==> src/rtl/idex_pipe_skid.sv <==
// ID/EX pipeline register with valid/ready handshake, optional two-entry skid buffer,
// flush-driven bubble insertion and a saturating stall-cycle counter.
module idex_pipe_skid #(
    parameter int unsigned PCSIZE  = 32,
    parameter int unsigned REGSIZE = 32,
    parameter int unsigned SKID    = 1,
    parameter int unsigned CNTW    = 16
) (
    input  logic               clk,
    input  logic               r,
    input  logic               flush,
    input  logic               in_valid,
    output logic               in_ready,
    output logic               out_valid,
    input  logic               out_ready,
    input  logic [PCSIZE-1:0]  IDEX_pc_i,
    input  logic [4:0]         IDEX_rs1_i,
    input  logic [4:0]         IDEX_rs2_i,
    input  logic [4:0]         IDEX_rd_i,
    input  logic [PCSIZE-1:0]  IDEX_imm_sext_i,
    input  logic [REGSIZE-1:0] IDEX_read_data1_i,
    input  logic [REGSIZE-1:0] IDEX_read_data2_i,
    input  logic               IDEX_reg_write_i,
    input  logic               IDEX_mem_2_reg_i,
    input  logic               IDEX_mem_read_i,
    input  logic               IDEX_mem_write_i,
    input  logic               IDEX_alu_src_i,
    input  logic [6:0]         IDEX_op_code_i,
    input  logic [9:0]         IDEX_func_code_i,
    output logic [PCSIZE-1:0]  IDEX_pc_o,
    output logic [4:0]         IDEX_rs1_o,
    output logic [4:0]         IDEX_rs2_o,
    output logic [4:0]         IDEX_rd_o,
    output logic [PCSIZE-1:0]  IDEX_imm_sext_o,
    output logic [REGSIZE-1:0] IDEX_read_data1_o,
    output logic [REGSIZE-1:0] IDEX_read_data2_o,
    output logic               IDEX_reg_write_o,
    output logic               IDEX_mem_2_reg_o,
    output logic               IDEX_mem_read_o,
    output logic               IDEX_mem_write_o,
    output logic               IDEX_alu_src_o,
    output logic [6:0]         IDEX_op_code_o,
    output logic [9:0]         IDEX_func_code_o,
    output logic [CNTW-1:0]    stall_cnt
);

    typedef struct packed {
        logic [PCSIZE-1:0]  pc;
        logic [4:0]         rs1;
        logic [4:0]         rs2;
        logic [4:0]         rd;
        logic [PCSIZE-1:0]  imm_sext;
        logic [REGSIZE-1:0] read_data1;
        logic [REGSIZE-1:0] read_data2;
        logic               reg_write;
        logic               mem_2_reg;
        logic               mem_read;
        logic               mem_write;
        logic               alu_src;
        logic [6:0]         op_code;
        logic [9:0]         func_code;
    } payload_t;

    localparam logic [CNTW-1:0] CNT_MAX = '1;

    payload_t        in_p;
    payload_t        out_q, out_d;
    payload_t        skid_q, skid_d;
    logic            out_valid_q, out_valid_d;
    logic            skid_valid_q, skid_valid_d;
    logic [CNTW-1:0] cnt_q, cnt_d;
    logic            accept;
    logic            out_load;

    assign in_p = '{
        pc:         IDEX_pc_i,
        rs1:        IDEX_rs1_i,
        rs2:        IDEX_rs2_i,
        rd:         IDEX_rd_i,
        imm_sext:   IDEX_imm_sext_i,
        read_data1: IDEX_read_data1_i,
        read_data2: IDEX_read_data2_i,
        reg_write:  IDEX_reg_write_i,
        mem_2_reg:  IDEX_mem_2_reg_i,
        mem_read:   IDEX_mem_read_i,
        mem_write:  IDEX_mem_write_i,
        alu_src:    IDEX_alu_src_i,
        op_code:    IDEX_op_code_i,
        func_code:  IDEX_func_code_i
    };

    // Registered ready cuts the backpressure path; without a skid entry ready must look through.
    generate
        if (SKID != 0) begin : g_rdy_reg
            assign in_ready = !skid_valid_q;
        end else begin : g_rdy_comb
            assign in_ready = !out_valid_q || out_ready;
        end
    endgenerate

    assign accept   = in_valid && in_ready && !flush;
    assign out_load = !out_valid_q || out_ready;

    always_comb begin
        out_valid_d  = out_valid_q;
        out_d        = out_q;
        skid_valid_d = skid_valid_q;
        skid_d       = skid_q;
        cnt_d        = cnt_q;

        if (out_valid_q && !out_ready && (cnt_q != CNT_MAX)) begin
            cnt_d = cnt_q + CNTW'(1);
        end

        if (flush) begin
            out_valid_d  = 1'b0;
            skid_valid_d = 1'b0;
        end else if (out_load) begin
            // Skid entry is older than any input, so it always drains first.
            if (skid_valid_q) begin
                out_valid_d  = 1'b1;
                out_d        = skid_q;
                skid_valid_d = 1'b0;
            end else if (accept) begin
                out_valid_d = 1'b1;
                out_d       = in_p;
            end else begin
                out_valid_d = 1'b0;
            end
        end else if (accept) begin
            // Only reachable with the skid enabled; without it accept implies out_load.
            skid_valid_d = 1'b1;
            skid_d       = in_p;
        end
    end

    always_ff @(posedge clk or posedge r) begin
        if (r) begin
            out_valid_q  <= 1'b0;
            out_q        <= '0;
            skid_valid_q <= 1'b0;
            skid_q       <= '0;
            cnt_q        <= '0;
        end else begin
            out_valid_q  <= out_valid_d;
            out_q        <= out_d;
            skid_valid_q <= skid_valid_d;
            skid_q       <= skid_d;
            cnt_q        <= cnt_d;
        end
    end

    assign out_valid         = out_valid_q;
    assign stall_cnt         = cnt_q;
    assign IDEX_pc_o         = out_q.pc;
    assign IDEX_rs1_o        = out_q.rs1;
    assign IDEX_rs2_o        = out_q.rs2;
    assign IDEX_rd_o         = out_q.rd;
    assign IDEX_imm_sext_o   = out_q.imm_sext;
    assign IDEX_read_data1_o = out_q.read_data1;
    assign IDEX_read_data2_o = out_q.read_data2;
    assign IDEX_mem_2_reg_o  = out_q.mem_2_reg;
    assign IDEX_alu_src_o    = out_q.alu_src;
    assign IDEX_op_code_o    = out_q.op_code;
    assign IDEX_func_code_o  = out_q.func_code;
    // Side-effecting controls are masked so a bubble can never write state downstream.
    assign IDEX_reg_write_o  = out_q.reg_write && out_valid_q;
    assign IDEX_mem_read_o   = out_q.mem_read  && out_valid_q;
    assign IDEX_mem_write_o  = out_q.mem_write && out_valid_q;

endmodule
==> config.mk <==
export PLATFORM = sky130hd
export DESIGN_NAME = idex_pipe_skid
export DESIGN_NICKNAME = d
export VERILOG_FILES = /design/src/rtl/idex_pipe_skid.sv
export SDC_FILE = /design/constraint.sdc
export NUM_CORES = 1
export LEC_CHECK = 0
export CORE_MARGIN = 1.5
export CORE_UTILIZATION = 25
export DETAILED_ROUTE_END_ITERATION = 12
export PLACE_DENSITY_LB_ADDON = 0.12
export SETUP_SLACK_MARGIN = 0.2
export SYNTH_ARGS = -nofsm -noshare
export SYNTH_HDL_FRONTEND = slang
export SYNTH_SLANG_ARGS = --single-unit
==> constraint.sdc <==
create_clock -name clk -period 25.9 [get_ports clk]
set_input_delay 7.77 -clock clk [delete_from_list [all_inputs] [get_ports clk]]
set_output_delay 7.77 -clock clk [all_outputs]
set_load 0.03 [all_outputs]
# After elaboration in Yosys (flattened, before gate mapping)
# Index checks and enable logic that the tools add are counted.
# word_totals
register_bits,348
latchBits,0
ram_bits,0
mem_bits_ro,0
inputBits,170
out_inout_bits,183
word_cells,61
mem_count,0
# op_classes
addsub,1
mul,0
div,0
n_lt_le_gt_ge,0
eq_ne,1
n_shift,0
n_mux,9
bitwise,2
n_reduce_logical,17
# ops
op,count
165-bit two-way mux,2
16-bit by 1-bit adder with 16-bit output (second input constant),1
16-bit != test (second input constant),1
1-bit logical AND,7
1-bit two-way mux,7
3-bit AND reduction,2
1-bit logical NOT,4
2-bit nonzero test,2
3-bit nonzero test,1
1-bit inverter,2
1-bit logical OR,1

# Longest topological paths before layout
# Gate-level depths: netlist of the first run.
# logic_depth
ltp_word,7
ltp_mapped,7
ltp_nobuf,5

# Worst setup path after synthesis of the first run
# Ideal clock, no wire load.
# synth_path
path_kind,register to output
from,register skid_valid_q
to,output port in_ready
t_arrival_ns,1.179
required_time_ns,18.130
setup_slack_ns,16.951
path_stages_with_launch,5
path_buffers,3
cell_sequence,dfrtp_1 clkbuf_1 buf_2 buf_2 inv_1
# synth_via
elab_chain_len,1
# synth_rtl
element,line,rtl
from (decl),70,"logic skid_valid_q, skid_valid_d;"
from (signal assigned),147,skid_valid_q <= skid_valid_d;
1-bit logical NOT,95,assign in_ready = !skid_valid_q;
to (decl),13,"output logic in_ready,"
# No other way between the ends.

# Worst setup path after layout of the first run
# layout_path
from,input port in_valid
to,register out_q (netlist bit IDEX_read_data1_o[20])
# layout_via
elab_chain_len,4
# layout_rtl
element,line,rtl
from (decl),12,"input logic in_valid,"
1-bit logical AND (2 in series),101,assign accept = in_valid && in_ready && !flush;
2-bit nonzero test (no line),-,
3-bit AND reduction (no line),-,
to (signal assigned),146,out_q <= out_d;
to (decl),67,"payload_t out_q, out_d;"
# No other way between the ends.
# A chain may end at the register's enable or synchronous reset.

==> results_dict.tcl, run 1 <==
set metrics [dict create \
    root_buffer "clkbuf_16" \
    fin_tns_setup_ns 0 \
    crit_path_start_kind "input port" \
    synth_area_um2 15700 \
    p_per_area_nw_per_um2 83.3 \
    final_util_pct 32.6 \
    rsz0062_at_grt "no" \
    track_usage_pct 12.5 \
    port_buffers 352 \
    die_area_um2 64400 \
    netlist_instances 1310 \
    required_ns 26.38 \
    yosys.cell_types.count 34 \
    place_inst 2277 \
    drt-total-wl_um 40800 \
    die_w_um 254 \
    critical_path.max_stage_delay_ns 0.82 \
    cts_resized 0 \
    post-route-period-util_pct 42.1 \
    antenna_found_initial 10 \
    worstSetupPathType "input port to flip-flop" \
    ant_nets 0 \
    cts_setup_buffers 0 \
    core_area_um2 61900 \
    gp_congestion 0.699 \
    crit_chain "clkdlybuf4s50_1 > nor2_1 > nor3_4 > buf_4 > buf_4 > buf_4 > nor2_1 > a21oi_1" \
    peakVddDrop_v 0.0000387 \
    crit_buf_inv 4 \
    cp-end-kind "flip-flop" \
    leakagePower_nw 7.99 \
    synthArstFlopShare_pct 100 \
    crit_slowest_cell "buf_4" \
    insertion_delay_ns 0.56 \
    grt_pass1_vias 10232 \
    drt_iter0_drc 433 \
    layout-drive-gt1-share_pct 13.8 \
    fill_cells 6335 \
    tritoncts "built" \
    post-place-ws_ns 14.33 \
    drc_errors 0 \
    final_cell_area_um2 20200 \
    avgSynthCellArea_um2 12.0 \
    routedWlPerCell_um 17.3 \
    use_met2_pct 19.8 \
    synth-edff-count 0 \
    hold_class "flip-flop to flip-flop" \
    period_needed_ns 10.91 \
    worst_pin_slew_ns 1.12 \
    die_h_um 254 \
    setup_violations 0 \
    cts.sinks 348 \
    ios 353 \
    clk_path_buf_depth 3 \
    start_util_pct 25.4 \
    max_freq_mhz 91.7 \
    dpl.hpwl_um 26100 \
    max_slew_margin_pct 25.5 \
    worstPathMaxFanout 95 \
    h-tree-depth 2 \
    place_area_um2 18800 \
    grt_util_met3_pct 5.87 \
    grt.overflow.total 0 \
    worst_slack_ns 14.99 \
    grt_max_degree 156 \
    drv_cap 0 \
    synth_fp_nets 1481 \
    r2r_slack_ns 21.70 \
    fin_cells 2354 \
    yosysSeqAreaShare_pct 55.4 \
    holdBufCountCts 0 \
    grtUsageMet1_pct 14.8 \
    finalPower_mw 1.69 \
    hold_viol 0 \
    cp.arrival_ns 11.39 \
    nets 1657 \
    area_growth_pct 28.7 \
    outcome "finished, final reports clean" \
    critPathMostFrequentCell "buf_4" \
    drt_first_pass_iters 4 \
    cts_buffers 44 \
    yosys_warnings 0 \
    ys_seq_elements 348 \
    cts.clk_slew.worst_paths_ns 0.05 \
    synthFlopType "dfrtp_1" \
    rows 91 \
    grt_pass1_wl_um 62200 \
    skew_ns 0.0154 \
    slew_violations 0 \
    crit_family "buffers and inverters" \
    via_per_inst 4.20 \
    grt_most_used_layer "met2" \
    vias 9880 \
    whs_ns 0.490 \
]
==> cells in the final DEF (no fill, tap or decap), types with 2 or more instances in the layout <==
master | synthesis | routed
a21oi_1 | 168 | 168
and2_1 | 4 | 4
buf_4 | 160 | 11
clkbuf_1 | 7 | 15
clkbuf_16 | 0 | 46
clkbuf_8 | 0 | 8
clkdlybuf4s50_1 | 0 | 352
clkinv_2 | 0 | 4
clkinvlp_4 | 0 | 2
dfrtp_1 | 348 | 347
inv_1 | 5 | 4
mux2_1 | 44 | 44
mux2_2 | 124 | 124
mux2i_1 | 165 | 165
nand2_1 | 5 | 5
nand2b_1 | 3 | 3
nand3_1 | 5 | 4
nand3b_1 | 3 | 3
nand4_1 | 3 | 3
nand4_2 | 3 | 3
nor2_1 | 170 | 170
nor3_1 | 4 | 4
nor3_4 | 1 | 2
xnor2_1 | 7 | 7
xor2_1 | 3 | 3
==> final cells by class <==
type | count | area, um2 | area share (%)
diodes | 1 | 2.50 | 0.0124
clock inverters | 7 | 51.3 | 0.254
inverters | 5 | 26.3 | 0.130
repair buffers | 364 | 3630 | 17.9
flip-flops and latches | 348 | 8710 | 43.1
clock buffers | 69 | 1320 | 6.52
multi-input cells | 723 | 5440 | 26.9
well taps | 837 | 1050 | 5.18
==> worst paths after layout <==
| kind | to | start | depth (start not counted) |
|---|---|---|---|
| max | IDEX_read_data1_o[20]$_DFFE_PP0P_ | in_valid | 8 |
| min | skid_q[114]$_DFFE_PP0P_ | skid_q[114]$_DFFE_PP0P_ | 1 |
| max reg2reg | IDEX_read_data1_o[20]$_DFFE_PP0P_ | skid_valid_q$_DFFE_PP0P_ | 7 |
| min reg2reg | skid_q[114]$_DFFE_PP0P_ | skid_q[114]$_DFFE_PP0P_ | 1 |
| max in group asynchronous | IDEX_rs1_o[0]$_DFFE_PP0P_ | r | 3 |
| min in group asynchronous | IDEX_read_data1_o[9]$_DFFE_PP0P_ | r | 2 |
==> synthesized netlist by cell type (3+ instances only) <==
cell type / instances / area [um2]
inv_1: 5 / 18.8
mux2i_1: 165 / 1650
mux2_2: 124 / 1400
clkbuf_1: 7 / 26.3
xnor2_1: 7 / 61.3
nand3_1: 5 / 25.0
a21oi_1: 168 / 841
nand4_2: 3 / 37.5
and2_1: 4 / 25.0
xor2_1: 3 / 26.3
buf_4: 160 / 1200
nor3_1: 4 / 20.0
dfrtp_1: 348 / 8710
nand3b_1: 3 / 22.5
buf_2: 65 / 325
mux2_1: 44 / 495
nand4_1: 3 / 18.8
nor2_1: 170 / 638
nand2b_1: 3 / 18.8
nand2_1: 5 / 18.8
==> metal layers <==
metal | share of wire, % | wire (um) | up-vias
met2 | 46 | 18700 | 241
met5 | 0.24 | 98 | -
met1 | 41 | 16800 | 4846
li1 | - | - | 4700
met3 | 9.5 | 3890 | 75
met4 | 3.0 | 1220 | 18
==> where the power goes <==
group / leakage [nW] / internal (mW) / switching (mW)
combinational: 3.26 / 0.180 / 0.200
sequential: 4.07 / 0.657 / 0.0605
clock: 0.665 / 0.347 / 0.240
==> state kept, by name (all words and copies together), names as in the netlist, 7 cells and up <==
register / flops
IDEX_func_code_o: 10
IDEX_imm_sext_o: 32
IDEX_op_code_o: 7
IDEX_pc_o: 32
IDEX_read_data1_o: 32
IDEX_read_data2_o: 32
skid_q: 165
stall_cnt: 16
==> kinds of logic after synthesis <==
kind of cell,share of synthesized area [%]
AO/OA/AOI/OAI,5.45
XOR/XNOR,0.557
adder cells (fa/ha/maj),0.0796
buffers and inverters,10.1
flip-flops,55.4
multiplexers,22.6
AND/OR/NAND/NOR,5.85
Note: power is estimated with default switching activity, not from simulation.
==> run 2: changes to the inputs <==
- clock period: 25.9 -> 9.3 ns (I/O delays scaled with it)
==> run 2 against run 1 <==
Effect of this change: critical path depth decreased by 6; global-route usage about the same; utilization increased by 0.14 points; sequential share of layout area decreased by 0.19 points; clock skew increased by 0.0044 ns; sequential power increased to 2.8 times the previous value; combinational power increased to 2.8 times the previous value; highest routed layer unchanged; clock-buffer cell count decreased by 2; total power increased to 2.8 times the previous value; final cell count increased by 0.17%; worst setup slack got worse by 10 ns; hold slack about the same.
==> results_dict.tcl, run 2 (synthesized netlist as in run 1, its figures left out) <==
set metrics [dict create \
    grt_max_degree 171 \
    insertion_delay_ns 0.57 \
    final_util_pct 32.8 \
    tritoncts "built" \
    hold_class "flip-flop to flip-flop" \
    internal_power_mw 3.34 \
    whs_path_depth 1 \
    track_usage_pct 12.5 \
    h-tree-depth 2 \
    place_inst 2278 \
    ios 353 \
    mostFrequentLayoutCell "clkdlybuf4s50_1" \
    grt_pass1_wl_um 62500 \
    cp.arrival_ns 1.86 \
    nets 1658 \
    max_freq_mhz 215 \
    largest_reg_flops 165 \
    outcome "finished, final reports clean" \
    period_needed_ns 4.65 \
    layout-drive-gt1-share_pct 14.1 \
    p_comb_share_pct 22.4 \
    cts.clk_slew.worst_paths_ns 0.06 \
    core_area_um2 61900 \
    grt.overflow.total 0 \
    hold_viol 0 \
    leakagePower_nw 8.03 \
    root_buffer "clkbuf_16" \
    r2r_cells 6 \
    die_w_um 254 \
    drt-total-wl_um 40600 \
    hp-start "skid_q[130]$_DFFE_PP0P_" \
    worst_pin_slew_ns 0.968 \
    switchingPower_mw 1.41 \
    slew_violations 0 \
    fill_cells 6266 \
    finalPower_mw 4.74 \
    rr_startpoint "skid_valid_q$_DFFE_PP0P_" \
    required_ns 6.51 \
    drv_cap 0 \
    die_h_um 254 \
    max_slew_margin_pct 35.5 \
    worstSetupPathType "flip-flop to output pin" \
    drt_first_pass_iters 4 \
    ant_nets 0 \
    start_util_pct 25.4 \
    cts_setup_buffers 0 \
    top_register "skid_q" \
    layout_common_cells "clkdlybuf4s50_1, dfrtp_1, nor2_1, a21oi_1, mux2i_1" \
    fin_cells 2358 \
    crit_path_start_kind "flip-flop" \
    multiInputGateArea_um2 5440 \
    drc_errors 0 \
    p_sw_share_pct 29.7 \
    via_per_inst 4.21 \
    routedWlPerCell_um 17.2 \
    cts.sinks 348 \
    clkPwrFrac_pct 35.4 \
    grt_pass1_vias 10260 \
    dpl.hpwl_um 25800 \
    worstPathMaxFanout 4 \
    setup_violations 0 \
    rows 91 \
    peakVddDrop_v 0.000121 \
    cts_buffers 44 \
    crit_start "skid_valid_q$_DFFE_PP0P_" \
    die_area_um2 64400 \
    p_per_area_nw_per_um2 233 \
    seq_area_um2 8710 \
    seq_power_share_pct 42.3 \
    gp_congestion 0.711 \
    rsz0062_at_grt "no" \
    clk_path_buf_depth 3 \
    post-route-period-util_pct 50.0 \
    area_growth_pct 29.2 \
    cts_resized 0 \
    port_buffers 352 \
    fin_tns_setup_ns 0 \
    vias 9921 \
    drt_iter0_drc 337 \
    holdBufCountCts 0 \
    antenna_found_initial 9 \
    skew_ns 0.0198 \
    cp-end-kind "output pin" \
]
## run 2: cell type report
class / instances / area share, %
Antenna cell: 3 / 0.0370
Clock buffer: 67 / 6.50
Clock inverter: 10 / 0.444
Inverter: 5 / 0.111
Multi-Input combinational cell: 723 / 26.8
Sequential cell: 348 / 42.9
Tap cell: 837 / 5.16
Timing Repair Buffer: 365 / 18.1
## run 2: routing by layer
layer / share of wire [%] / global-route usage [%] / wire length, um / vias up
met5: 0.25 / 0 / 103 / -
met4: 2.2 / 3.64 / 892 / 14
met3: 8.9 / 5.44 / 3590 / 68
met2: 47 / 20.0 / 19000 / 246
met1: 42 / 15.3 / 17000 / 4891
li1: - / - / - / 4702
## run 2: path summary, 6_finish.rpt
path                                                      to  slack, ns
min reg2reg                          skid_q[130]$_DFFE_PP0P_       0.49
max reg2reg                IDEX_read_data2_o[18]$_DFFE_PP0P_       6.59
max                                                 in_ready       4.65
min in group asynchronous  IDEX_read_data1_o[10]$_DFFE_PP0P_       2.79
min                                  skid_q[130]$_DFFE_PP0P_       0.49
max in group asynchronous    IDEX_func_code_o[5]$_DFFE_PP0P_       5.06
## run 2: power by group through the flow
stage,Combinational (mW),Clock (mW),Sequential (mW)
global placement,1.06,0,2.03
finish,1.06,1.68,2.00
detailed placement,1.08,0,2.03
global route,1.15,1.83,2.05
floorplan,0.782,0,2.01
CTS,1.08,1.77,2.01
## run 2: through the flow
step,instance area (um2),setup WS [ns],hold WS (ns)
2_1_floorplan,15700,1.85,0.464
3_3_place_gp,18900,4.12,0.473
3_5_place_dp,18900,4.10,0.481
4_1_cts,20300,4.57,0.494
5_1_grt,20300,4.53,0.498
6_report,20300,4.65,0.490
## run 2: worst max-delay path, cell delays in order (launching register included)
cell and delay (ns):
dfrtp_4 0.52, inv_1 0.07, clkdlybuf4s50_1 0.72
==> run 3: changes to the inputs <==
- clock period: 9.3 -> 4.82 ns (I/O delays scaled with it)
==> run 3 against run 2 <==
Effect of this change: via count is 0.98% lower; highest routed layer unchanged; clock power is 84% higher; clock-buffer cell count is 4 lower; sequential power is 93% higher; total power is 90% higher; largest power group unchanged; cell area hardly changed; critical endpoint unchanged; die area stayed put; first-iteration DRC count is 16% lower; sequential share of layout area hardly changed.
==> results_dict.tcl, run 3 (synthesized netlist as in run 1, its figures left out) <==
set metrics [dict create \
    worstPathMaxFanout 29 \
    die_w_um 254 \
    post-route-period-util_pct 73.6 \
    area_growth_pct 29.3 \
    drt_iter0_drc 282 \
    ios 353 \
    root_buffer "clkbuf_16" \
    setup_violations 0 \
    start_util_pct 25.4 \
    antenna_found_initial 8 \
    rows 91 \
    crit_path_start_kind "flip-flop" \
    gp_congestion 0.698 \
    drc_errors 0 \
    fin_cells 2353 \
    r2r_slack_ns 1.62 \
    slew_violations 0 \
    required_ns 3.37 \
    track_usage_pct 12.5 \
    drt_first_pass_iters 4 \
    drv_cap 0 \
    cts.sinks 348 \
    dpl.hpwl_um 26100 \
    period_needed_ns 3.55 \
    antenna_cells 0 \
    vias 9824 \
    grt_pass1_vias 10261 \
    place_inst 2283 \
    post-place-ws_ns 1.18 \
    grt_max_degree 130 \
    grt.overflow.total 0 \
    cp.arrival_ns 2.10 \
    core_area_um2 61900 \
    drt-total-wl_um 40600 \
    multiInputGateArea_um2 5440 \
    hold_viol 0 \
    cp-end-kind "output pin" \
    largest_reg_flops 165 \
    peakVddDrop_v 0.000242 \
    grt_pass1_wl_um 62100 \
    top_register "skid_q" \
    layout-drive-gt1-share_pct 13.8 \
    skew_ns 0.0170 \
    cts.clk_slew.worst_paths_ns 0.05 \
    worst_pin_slew_ns 1.02 \
    insertion_delay_ns 0.57 \
    seq_area_um2 8710 \
    tritoncts "built" \
    rsz0062_at_grt "no" \
    layout_common_cells "clkdlybuf4s50_1, dfrtp_1, nor2_1, a21oi_1, mux2i_1" \
    max_slew_margin_pct 31.8 \
    cts_resized 0 \
    ant_nets 0 \
    routedWlPerCell_um 17.2 \
    mostFrequentLayoutCell "clkdlybuf4s50_1" \
    fill_cells 6262 \
    clk_path_buf_depth 3 \
    holdBufCountCts 0 \
    hold_class "flip-flop to flip-flop" \
    die_h_um 254 \
    via_per_inst 4.18 \
    worstSetupPathType "flip-flop to output pin" \
    max_freq_mhz 282 \
    port_buffers 352 \
    fin_tns_setup_ns 0 \
    p_per_area_nw_per_um2 443 \
    die_area_um2 64400 \
    cts_buffers 44 \
    worst_slack_ns 1.27 \
    nets 1663 \
    outcome "finished, final reports clean" \
    cts_setup_buffers 0 \
    h-tree-depth 2 \
    leakagePower_nw 8.03 \
]
-- run 3: cell types whose count changed in the layout (fill, tap and decap cells not counted), sizes merged --
cell	previous run	this run
diode	3	0
buf	13	18
clkbuf	67	63
clkinv	8	4
bufinv	1	2
-- run 3: critical path, cell delays in order (launching register included) --
cell and delay (ns):
dfrtp_4 0.70, inv_1 0.12, clkdlybuf4s50_1 0.72
-- run 3: cell type report --
type                       instances  area share, %
clock buffer                      63           5.97
clock inverter                     7          0.493
inverter                           5          0.111
multi-input combinational        723           26.8
sequential                       348           42.9
tap                              837           5.16
timing repair buffer             370           18.6
-- run 3: metrics by stage --
| stage | total power, mW | util, % | hold WS, ns | area (um2) |
|---|---|---|---|---|
| 2_1_floorplan | 5.38 | - | 0.464 | 15700 |
| 3_3_place_gp | 5.96 | 30.7 | 0.473 | 19000 |
| 3_5_place_dp | 6.00 | 30.7 | 0.481 | 19000 |
| 4_1_cts | 9.22 | 32.8 | 0.493 | 20300 |
| 5_1_grt | 9.52 | 32.8 | 0.503 | 20300 |
| 6_report | 9.00 | 32.8 | 0.486 | 20300 |
-- run 3: routing by layer --
metal	vias to the layer above	share of wire [%]	track usage, %
met3	71	8.5	5.17
li1	4715	-	-
met1	4784	43	15.6
met5	-	0.22	0
met2	240	46	19.7
met4	14	2.0	3.35
-- run 3: path summary, 6_finish.rpt --
path / start / endpoint / cells past startpoint
setup / recovery: skid_valid_q$_DFFE_PP0P_ / in_ready / 2
hold / removal: skid_q[104]$_DFFE_PP0P_ / skid_q[104]$_DFFE_PP0P_ / 1
setup reg to reg: skid_valid_q$_DFFE_PP0P_ / IDEX_read_data1_o[12]$_DFFE_PP0P_ / 7
hold reg to reg: skid_q[104]$_DFFE_PP0P_ / skid_q[104]$_DFFE_PP0P_ / 1
max in group asynchronous: r / skid_q[155]$_DFFE_PP0P_ / 3
min in group asynchronous: r / IDEX_read_data1_o[10]$_DFFE_PP0P_ / 2
-- run 3: report_power, final --
| group | internal (mW) | total (mW) | switching, mW |
|---|---|---|---|
| clock network | 1.84 | 3.09 | 1.25 |
| registers | 3.53 | 3.86 | 0.326 |
| logic | 0.975 | 2.05 | 1.07 |
| total | 6.34 | 9.00 | 2.65 |
